### src/rtl/uart_rx_dev.sv
// 8N1 UART receiver: two-flop line synchronizer, mid-bit sampling FSM with
// break detection, and a first-word-fall-through receive FIFO with overrun flag.
module uart_rx_dev #(
    parameter int CLKS_PER_BIT = 868,
    parameter int FIFO_DEPTH   = 4
) (
    input  logic       clk,
    input  logic       rst,
    input  logic       rx_i,
    output logic       rx_valid,
    input  logic       rx_ready,
    output logic [7:0] rx_data,
    output logic       overrun,
    output logic       frame_err
);

    localparam int TW          = $clog2(CLKS_PER_BIT);
    localparam int AW          = $clog2(FIFO_DEPTH);
    localparam int SYNC_STAGES = 2;

    localparam logic [TW-1:0] BIT_LAST  = TW'(CLKS_PER_BIT - 1);
    localparam logic [TW-1:0] HALF_LAST = TW'(CLKS_PER_BIT / 2 - 1);
    localparam logic [AW:0]   FULL_CNT  = (AW + 1)'(FIFO_DEPTH);

    typedef enum logic [2:0] {
        IDLE,
        START,
        DATA,
        STOP,
        BREAK
    } state_t;

    // ------------------------------------------------------------------
    // Line synchronizer; flops reset high so reset never looks like a start bit
    // ------------------------------------------------------------------
    logic [SYNC_STAGES-1:0] sync_reg;
    logic                   rx_s;

    always_ff @(posedge clk or posedge rst) begin
        if (rst) begin
            sync_reg <= '1;
        end else begin
            sync_reg <= {sync_reg[SYNC_STAGES-2:0], rx_i};
        end
    end

    assign rx_s = sync_reg[SYNC_STAGES-1];

    // ------------------------------------------------------------------
    // Receive FSM
    // ------------------------------------------------------------------
    state_t          state_reg,   state_next;
    logic [TW-1:0]   timer_reg,   timer_next;
    logic [2:0]      bit_idx_reg, bit_idx_next;
    logic [7:0]      shift_reg,   shift_next;
    logic            frame_err_reg, frame_err_next;
    logic            overrun_reg,   overrun_next;
    logic            push_req;

    always_ff @(posedge clk or posedge rst) begin
        if (rst) begin
            state_reg     <= IDLE;
            timer_reg     <= '0;
            bit_idx_reg   <= '0;
            shift_reg     <= '0;
            frame_err_reg <= 1'b0;
            overrun_reg   <= 1'b0;
        end else begin
            state_reg     <= state_next;
            timer_reg     <= timer_next;
            bit_idx_reg   <= bit_idx_next;
            shift_reg     <= shift_next;
            frame_err_reg <= frame_err_next;
            overrun_reg   <= overrun_next;
        end
    end

    always_comb begin
        state_next     = state_reg;
        timer_next     = timer_reg;
        bit_idx_next   = bit_idx_reg;
        shift_next     = shift_reg;
        push_req       = 1'b0;
        frame_err_next = 1'b0;

        case (state_reg)
            IDLE: begin
                if (!rx_s) begin
                    state_next = START;
                    timer_next = '0;
                end
            end

            // Re-check the line half a bit in; a short glitch returns silently
            START: begin
                if (timer_reg == HALF_LAST) begin
                    timer_next   = '0;
                    bit_idx_next = '0;
                    state_next   = rx_s ? IDLE : DATA;
                end else begin
                    timer_next = timer_reg + TW'(1);
                end
            end

            DATA: begin
                if (timer_reg == BIT_LAST) begin
                    timer_next             = '0;
                    shift_next[bit_idx_reg] = rx_s;
                    if (bit_idx_reg == 3'd7) begin
                        state_next = STOP;
                    end else begin
                        bit_idx_next = bit_idx_reg + 3'd1;
                    end
                end else begin
                    timer_next = timer_reg + TW'(1);
                end
            end

            STOP: begin
                if (timer_reg == BIT_LAST) begin
                    timer_next = '0;
                    if (rx_s) begin
                        push_req   = 1'b1;
                        state_next = IDLE;
                    end else begin
                        frame_err_next = 1'b1;
                        state_next     = BREAK;
                    end
                end else begin
                    timer_next = timer_reg + TW'(1);
                end
            end

            // Wait out a held-low line so it reports only one framing error
            BREAK: begin
                if (rx_s) begin
                    state_next = IDLE;
                end
            end

            default: begin
                state_next = IDLE;
                timer_next = '0;
            end
        endcase
    end

    // ------------------------------------------------------------------
    // First-word-fall-through receive FIFO
    // ------------------------------------------------------------------
    logic [7:0]    mem [FIFO_DEPTH];
    logic [AW-1:0] wr_ptr_reg;
    logic [AW-1:0] rd_ptr_reg;
    logic [AW:0]   count_reg;
    logic          fifo_empty;
    logic          fifo_full;
    logic          pop;
    logic          push_ok;

    assign fifo_empty = (count_reg == '0);
    assign fifo_full  = (count_reg == FULL_CNT);
    assign pop        = !fifo_empty && rx_ready;
    // A full FIFO still takes the byte when the head leaves in the same cycle
    assign push_ok    = push_req && (!fifo_full || pop);

    always_comb begin
        overrun_next = push_req && fifo_full && !pop;
    end

    always_ff @(posedge clk or posedge rst) begin
        if (rst) begin
            wr_ptr_reg <= '0;
            rd_ptr_reg <= '0;
            count_reg  <= '0;
        end else begin
            if (push_ok) begin
                wr_ptr_reg <= wr_ptr_reg + AW'(1);
            end
            if (pop) begin
                rd_ptr_reg <= rd_ptr_reg + AW'(1);
            end
            case ({push_ok, pop})
                2'b10:   count_reg <= count_reg + (AW + 1)'(1);
                2'b01:   count_reg <= count_reg - (AW + 1)'(1);
                default: count_reg <= count_reg;
            endcase
        end
    end

    // Storage is left uninitialised; the empty flag masks stale entries
    always_ff @(posedge clk) begin
        if (push_ok) begin
            mem[wr_ptr_reg] <= shift_reg;
        end
    end

    assign rx_valid  = !fifo_empty;
    assign rx_data   = fifo_empty ? 8'h00 : mem[rd_ptr_reg];
    assign overrun   = overrun_reg;
    assign frame_err = frame_err_reg;

endmodule

### config.mk
export PLATFORM = sky130hd
export DESIGN_NAME = uart_rx_dev
export DESIGN_NICKNAME = d
export VERILOG_FILES = /design/src/rtl/uart_rx_dev.sv
export SDC_FILE = /design/constraint.sdc
export NUM_CORES = 1
export LEC_CHECK = 0
export ABC_AREA = 1
export CAP_MARGIN = 20
export CORE_UTILIZATION = 47
export DETAILED_ROUTE_END_ITERATION = 8
export DONT_BUFFER_PORTS = 1
export PLACE_DENSITY = 0.72
export SLEW_MARGIN = 20
export SYNTH_ARGS = -nofsm -noshare
export SYNTH_HDL_FRONTEND = slang
export SYNTH_SLANG_ARGS = --single-unit
### constraint.sdc
create_clock -name clk -period 2.3 [get_ports clk]
set_input_delay 0.23 -clock clk [delete_from_list [all_inputs] [get_ports clk]]
set_output_delay 0.23 -clock clk [all_outputs]
set_load 0.005 [all_outputs]
==> results of run 1 <==
[tightest hold or removal path: cells and delay by family]
kind             cells  cell delay (ns)
AND/OR/NAND/NOR      3             0.17
[area by class of cell]
cell class | count | area (um^2)
Inverter | 49 | 184
Tap cell | 77 | 96.3
Multi-Input combinational cell | 210 | 1070
Timing Repair Buffer | 8 | 65.1
Fill cell | 555 | 2940
Sequential cell | 67 | 1840
Clock buffer | 10 | 128
Clock inverter | 5 | 31.3
[stage by stage]
| step | hold WS, ns | util [%] |
|---|---|---|
| floorplan | 0.234 | - |
| detailed placement | 0.235 | 50.9 |
| CTS | 0.0742 | 53.7 |
| finish | 0.0968 | 53.7 |
| global placement | 0.235 | 50.9 |
| global route | 0.113 | 53.7 |
[worst min path at each step]
stage	cells past startpoint	from	end
after floorplan	0	rx_i	sync_reg[0]
after global placement	0	rx_i	sync_reg[0]
after detailed placement	0	rx_i	sync_reg[0]
after CTS	3	rx_ready	overrun
after global routing	3	rx_ready	overrun
final	3	rx_ready	overrun
[cell usage in the layout, fill, tap and decap left out, drive strengths merged, types with 3 or more instances in the layout]
cell type	n
ha	8
nand2	51
nand3	14
o21ai	33
nor2	65
a21oi	16
edfxtp	32
buf	6
clkbuf	10
dfrtp	33
xor2	3
inv	49
clkinv	4
nor3	11
[cells by family (layout without fill, tap and decap cells)]
| family | after synthesis | count (layout) |
|---|---|---|
| XOR/XNOR | 3 | 3 |
| buffers and inverters | 53 | 72 |
| adder cells (fa/ha/maj) | 9 | 9 |
| flip-flops | 67 | 67 |
| AND/OR/NAND/NOR | 144 | 144 |
| AO/OA/AOI/OAI | 54 | 54 |
[power breakdown]
part           leakage (nW)  internal, mW  switching (mW)  total, mW
sequential            0.669          1.30          0.0806       1.38
combinational         0.672         0.173           0.329      0.502
clock                0.0819         0.380           0.409      0.789
[layer usage]
metal	GRT usage, %	up-vias	share of wire (%)	routed length (um)
met2	33.4	38	53	2980
met5	0	-	0	0
met3	4.97	9	3.7	205
li1	-	1109	-	-
met1	21.0	980	42	2350
met4	6.11	0	1.3	72
[repair_timing]
action | in CTS | in global routing
hold buffers | 2 | 0
hold endpoints to repair | 34 | 0
buffers inserted | 0 | 0
gates resized for setup | 0 | 0
setup endpoints to repair | 0 | 0
==> results.cfg, run 1 <==
[status]
status = finished clean

[sta]
post-route-period-util_pct = 83.4
rsz0062_at_grt = false
slew_headroom_pct = 70.5
skew_ns = 0.00696
timing.final.crit_period_ns = 1.92
worstMarginPinSlew_ns = 0.443
finalSetupTns_ns = 0
timing.fmax_ghz = 0.521
setup_ws_ns = 0.381
finalMaxSlewViolations = 0
setup_viol = 0
hold_viol = 0

[layout]
drive_gt1_share_pct = 12.0
syn_to_final_growth_pct = 9.74
design_area_um2 = 3410
nNetsFinal = 358
largest_reg_flops = 32
fin_cells = 426
diodes = 0

[synthesis]
synth_edf_count = 32
syn_area_per_cell_um2 = 9.42
synth.distinct_cells = 28
synth_flop_cell = dfrtp_1
async_flop_share_pct = 52.2
synth_cells = 330
synthDominantAreaCellType = edfxtp_1
ys_seq_elements = 67
yosysMostFrequentCell = nor2_1
yosys.area_share.adder_pct = 3.86
synthMuxAreaShare_pct = 0
syn_nets = 343
yosysSeqAreaShare_pct = 59.2
yosys.area_share.simple_pct = 20.0
synth_top_family_by_area = simple AND/OR/NAND/NOR gates
yosysWarnings = 0
synth_compound_area_share_pct = 9.62
synth_common_cells = nor2_1, nand2_1, inv_1, dfrtp_1
syn_area_um2 = 3110
synth_top_area_share_pct = 30.9
synth_xor_xnor_area_share_pct = 0.845
synthTopCellsByArea = edfxtp_1, dfrtp_1, nor2_1

[placed_design]
dp_slack_ns = 0.362
io_buffers = 0
dp.cells = 409
post_dp_cell_area_um2 = 3230
routabilityCongestion = 0.844
dp_hpwl_mm = 4.24

[floorplanning]
core_area_um2 = 6350
start_util_pct = 49.0
ioPinCount = 15
die-width_um = 83.3
rows = 29
die_h_um = 83.3
die_area_um2 = 6940

[setup_path]
critical_path_arrival_ns = 1.97
cp_slowest_cell = dfrtp_1
worstRegToRegCells = 8
max_stage_delay_ns = 0.41
startpoint = timer_reg[0]
critPathRequiredTime_ns = 2.35
cp_num_buf_inv = 2
worst-setup-path-type = reg -> reg
cp_max_fo = 8
r2r_start = timer_reg[0]
endpoint = mem[0][7]
cp.depth = 8
cp-end-kind = flip-flop
crit_family = simple AND/OR/NAND/NOR gates
crit_path_start_kind = flip-flop
r2r_slack_ns = 0.38
path_cells = ha_1 -> nand3_1 -> nor2_4 -> nand2_2 -> a21oi_2 -> inv_2 -> nor2_1 -> buf_4
reg2reg_to = mem[0][7]

[worst_hold_path]
min_path_type = in -> reg

[global_routing]
grt_max_degree = 36
antenna_found_initial = 0
grt_overflow_total = 0
grt_pass1_wl_mm = 9.88
track_usage_pct = 18.5
grt_pass1_vias = 2152

[detailed_routing]
vias = 2136
drc = 0
drt_iter0_drc = 117
avgRoutedWirePerCell_um = 13.2
via_per_inst = 5.01
ant_nets = 0
dr.pass1.iters = 4
wl_mm = 5.62

[clock_network]
cts_htree_levels = 3
clkSinkCount = 67
clockBufferDepth = 2
cts_tree = built
clockRootBuffer = clkbuf_8
cts_made_buffers = 9
clk_latency_ns = 0.34
clk_pin_slew_worst_paths_ns = 0.07

[run]
max_cap_violations = 0

[power_and_ir_drop]
p_leak_nw = 1.42
vdd_drop_max_v = 0.000456
power_mw = 2.67
power.density_nw_per_um2 = 782
Note: power is estimated with default switching activity, not from simulation.
==> run 2, diff against run 1 <==
==> constraint.sdc (replaced) <==
create_clock -name clk -period 1.9 [get_ports clk]
set_input_delay 0.19 -clock clk [delete_from_list [all_inputs] [get_ports clk]]
set_output_delay 0.19 -clock clk [all_outputs]
set_load 0.005 [all_outputs]
==> run 2 against run 1 <==
Against the previous run:
- setup slack got worse by 0.24 ns
- first-iteration DRC count down 17%
- wire length rose by 6.3%
- register-to-register slack got worse by 0.24 ns
- cell count rose by 1.9%
- combinational power is 40% higher
- via count grew 3.0%
- sequential share of layout area shrank 2.1 points
- sequential cell count unchanged
- critical path depth shrank 1
- critical path type unchanged
- largest power group unchanged
==> results.cfg, run 2 (synthesized netlist as in run 1, its figures left out) <==
[layout]
final_common_cell = nor2_1
final_util_pct = 55.9
seq_area_um2 = 1840
num-fill-cells = 556
mostFrequentLayoutCells = nor2_1, nand2_1, inv_1, dfrtp_1
nNetsFinal = 365
drive_gt1_share_pct = 14.3
largest_reg_flops = 32
diodes = 0
multi_input_area_um2 = 1080
syn_to_final_growth_pct = 14.2

[worst_hold_path]
hold_path_depth = 3
min_to = overrun
min_path_type = in -> reg
hp-start = rx_ready

[sta]
worstMarginPinSlew_ns = 0.441
skew_ns = 0.00778
timing.final.crit_period_ns = 1.76
rsz0062_at_grt = false
slew_headroom_pct = 70.6
finalSetupTns_ns = 0
hold_viol = 0
timing.fmax_ghz = 0.569
setup_viol = 0
post-route-period-util_pct = 92.5
hold_ws_ns = 0.0530
finalMaxSlewViolations = 0

[setup_path]
cp_max_fo = 3
reg2reg_to = count_reg[1]
crit_path_start_kind = flip-flop
max_stage_delay_ns = 0.44
critPathRequiredTime_ns = 2.16
cp-end-kind = flip-flop
worstRegToRegCells = 7
path_cells = nor2_1 -> nand2_1 -> nand2_1 -> inv_1 -> nand2_1 -> fa_1 -> a21oi_1
cp_common_cell = nand2_1
critical_path_arrival_ns = 2.02
r2r_start = count_reg[0]
worst-setup-path-type = reg -> reg
cp_slowest_cell = fa_1
r2r_slack_ns = 0.14

[detailed_routing]
vias = 2201
drt_iter0_drc = 97
ant_nets = 0
drc = 0
via_per_inst = 5.07
avgRoutedWirePerCell_um = 13.8
wl_mm = 5.97
dr.pass1.iters = 4

[power_and_ir_drop]
vdd_drop_max_v = 0.00113
p_leak_nw = 1.50
power.density_nw_per_um2 = 1050

[global_routing]
grt_overflow_total = 0
track_usage_pct = 19.1
antenna_found_initial = 0
grt_pass1_wl_mm = 10.3
grt_max_degree = 36
grt_pass1_vias = 2154

[placed_design]
io_buffers = 0
routabilityCongestion = 0.879
dp_hpwl_mm = 4.28

[run]
max_cap_violations = 0

[clock_network]
clockRootBuffer = clkbuf_8
clk_pin_slew_worst_paths_ns = 0.07
cts_made_buffers = 9
cts_htree_levels = 3
cts_tree = built
clkSinkCount = 67
clk_latency_ns = 0.34
clockBufferDepth = 2
post-cts-setup-buffers = 0

[floorplanning]
rows = 29
die_h_um = 83.3
core_area_um2 = 6350
start_util_pct = 49.0
ioPinCount = 15
die_area_um2 = 6940
die-width_um = 83.3

[status]
status = finished clean
[run 2: cell types whose count changed in the layout (fill, tap and decap cells not counted), moves of 2 or more]
cell	before	now
buf_4	6	13
bufinv_16	0	3
clkinv_1	0	2
clkinv_2	3	0
[run 2: what timing repair did]
| item | 4_1_cts | 5_1_grt |
|---|---|---|
| resized for setup | 0 | 2 |
| hold endpoints to repair | 34 | 0 |
| hold buffers | 2 | 0 |
| setup endpoints to repair | 0 | 11 |
[run 2: worst max-delay path, delay by kind of cell, from the launching register on]
kind	cells	cell delay [ns]
and+or+nand+nor	4	0.64
buffers and inverters	1	0.05
DFF	1	0.40
adders and majority gates	1	0.44
AOI/OAI and AO/OA	1	0.15
[run 2: layer usage]
layer / vias to the layer above / track usage (%) / share of wire [%]
li1: 1125 / - / -
met2: 28 / 33.5 / 52
met4: 0 / 3.45 / 1.0
met5: - / 0 / 0
met1: 1040 / 23.2 / 44
met3: 8 / 6.26 / 3.0
[run 2: through the flow]
| step | setup WS [ns] | instances | total power, mW | area [um^2] |
|---|---|---|---|---|
| after global placement | 0.171 | 416 | 2.33 | 3290 |
| after global routing | 0.0168 | 434 | 3.92 | 3550 |
| after detailed placement | 0.0970 | 416 | 2.35 | 3290 |
| final | 0.143 | 434 | 3.73 | 3550 |
| after floorplan | -0.0646 | 330 | 2.16 | 3110 |
| after CTS | 0.0755 | 434 | 3.78 | 3540 |
[run 2: worst max-delay path by stage]
stage,startpoint,depth (start not counted),to,slack (ns)
2_1_floorplan,timer_reg[0],7,mem[0][0],-0.06
3_3_place_gp,timer_reg[1],12,count_reg[2],0.17
3_5_place_dp,timer_reg[1],12,count_reg[2],0.1
4_1_cts,timer_reg[1],12,count_reg[2],0.08
5_1_grt,timer_reg[1],12,count_reg[2],0.02
6_report,count_reg[0],7,count_reg[1],0.14
[run 2: cell type report]
class / count / share of cell area, %
clock buffer: 9 / 3.49
sequential: 67 / 51.8
clock inverter: 7 / 3.24
tap: 77 / 2.71
timing repair buffer: 15 / 3.31
inverter: 49 / 5.18
multi-input combinational: 210 / 30.3
[run 2: power by group]
group          leakage (nW)  switching [mW]  internal, mW
combinational         0.708           0.470         0.231
clock                 0.119           0.536         0.869
sequential            0.669          0.0493          1.57
total                  1.50            1.06          2.67
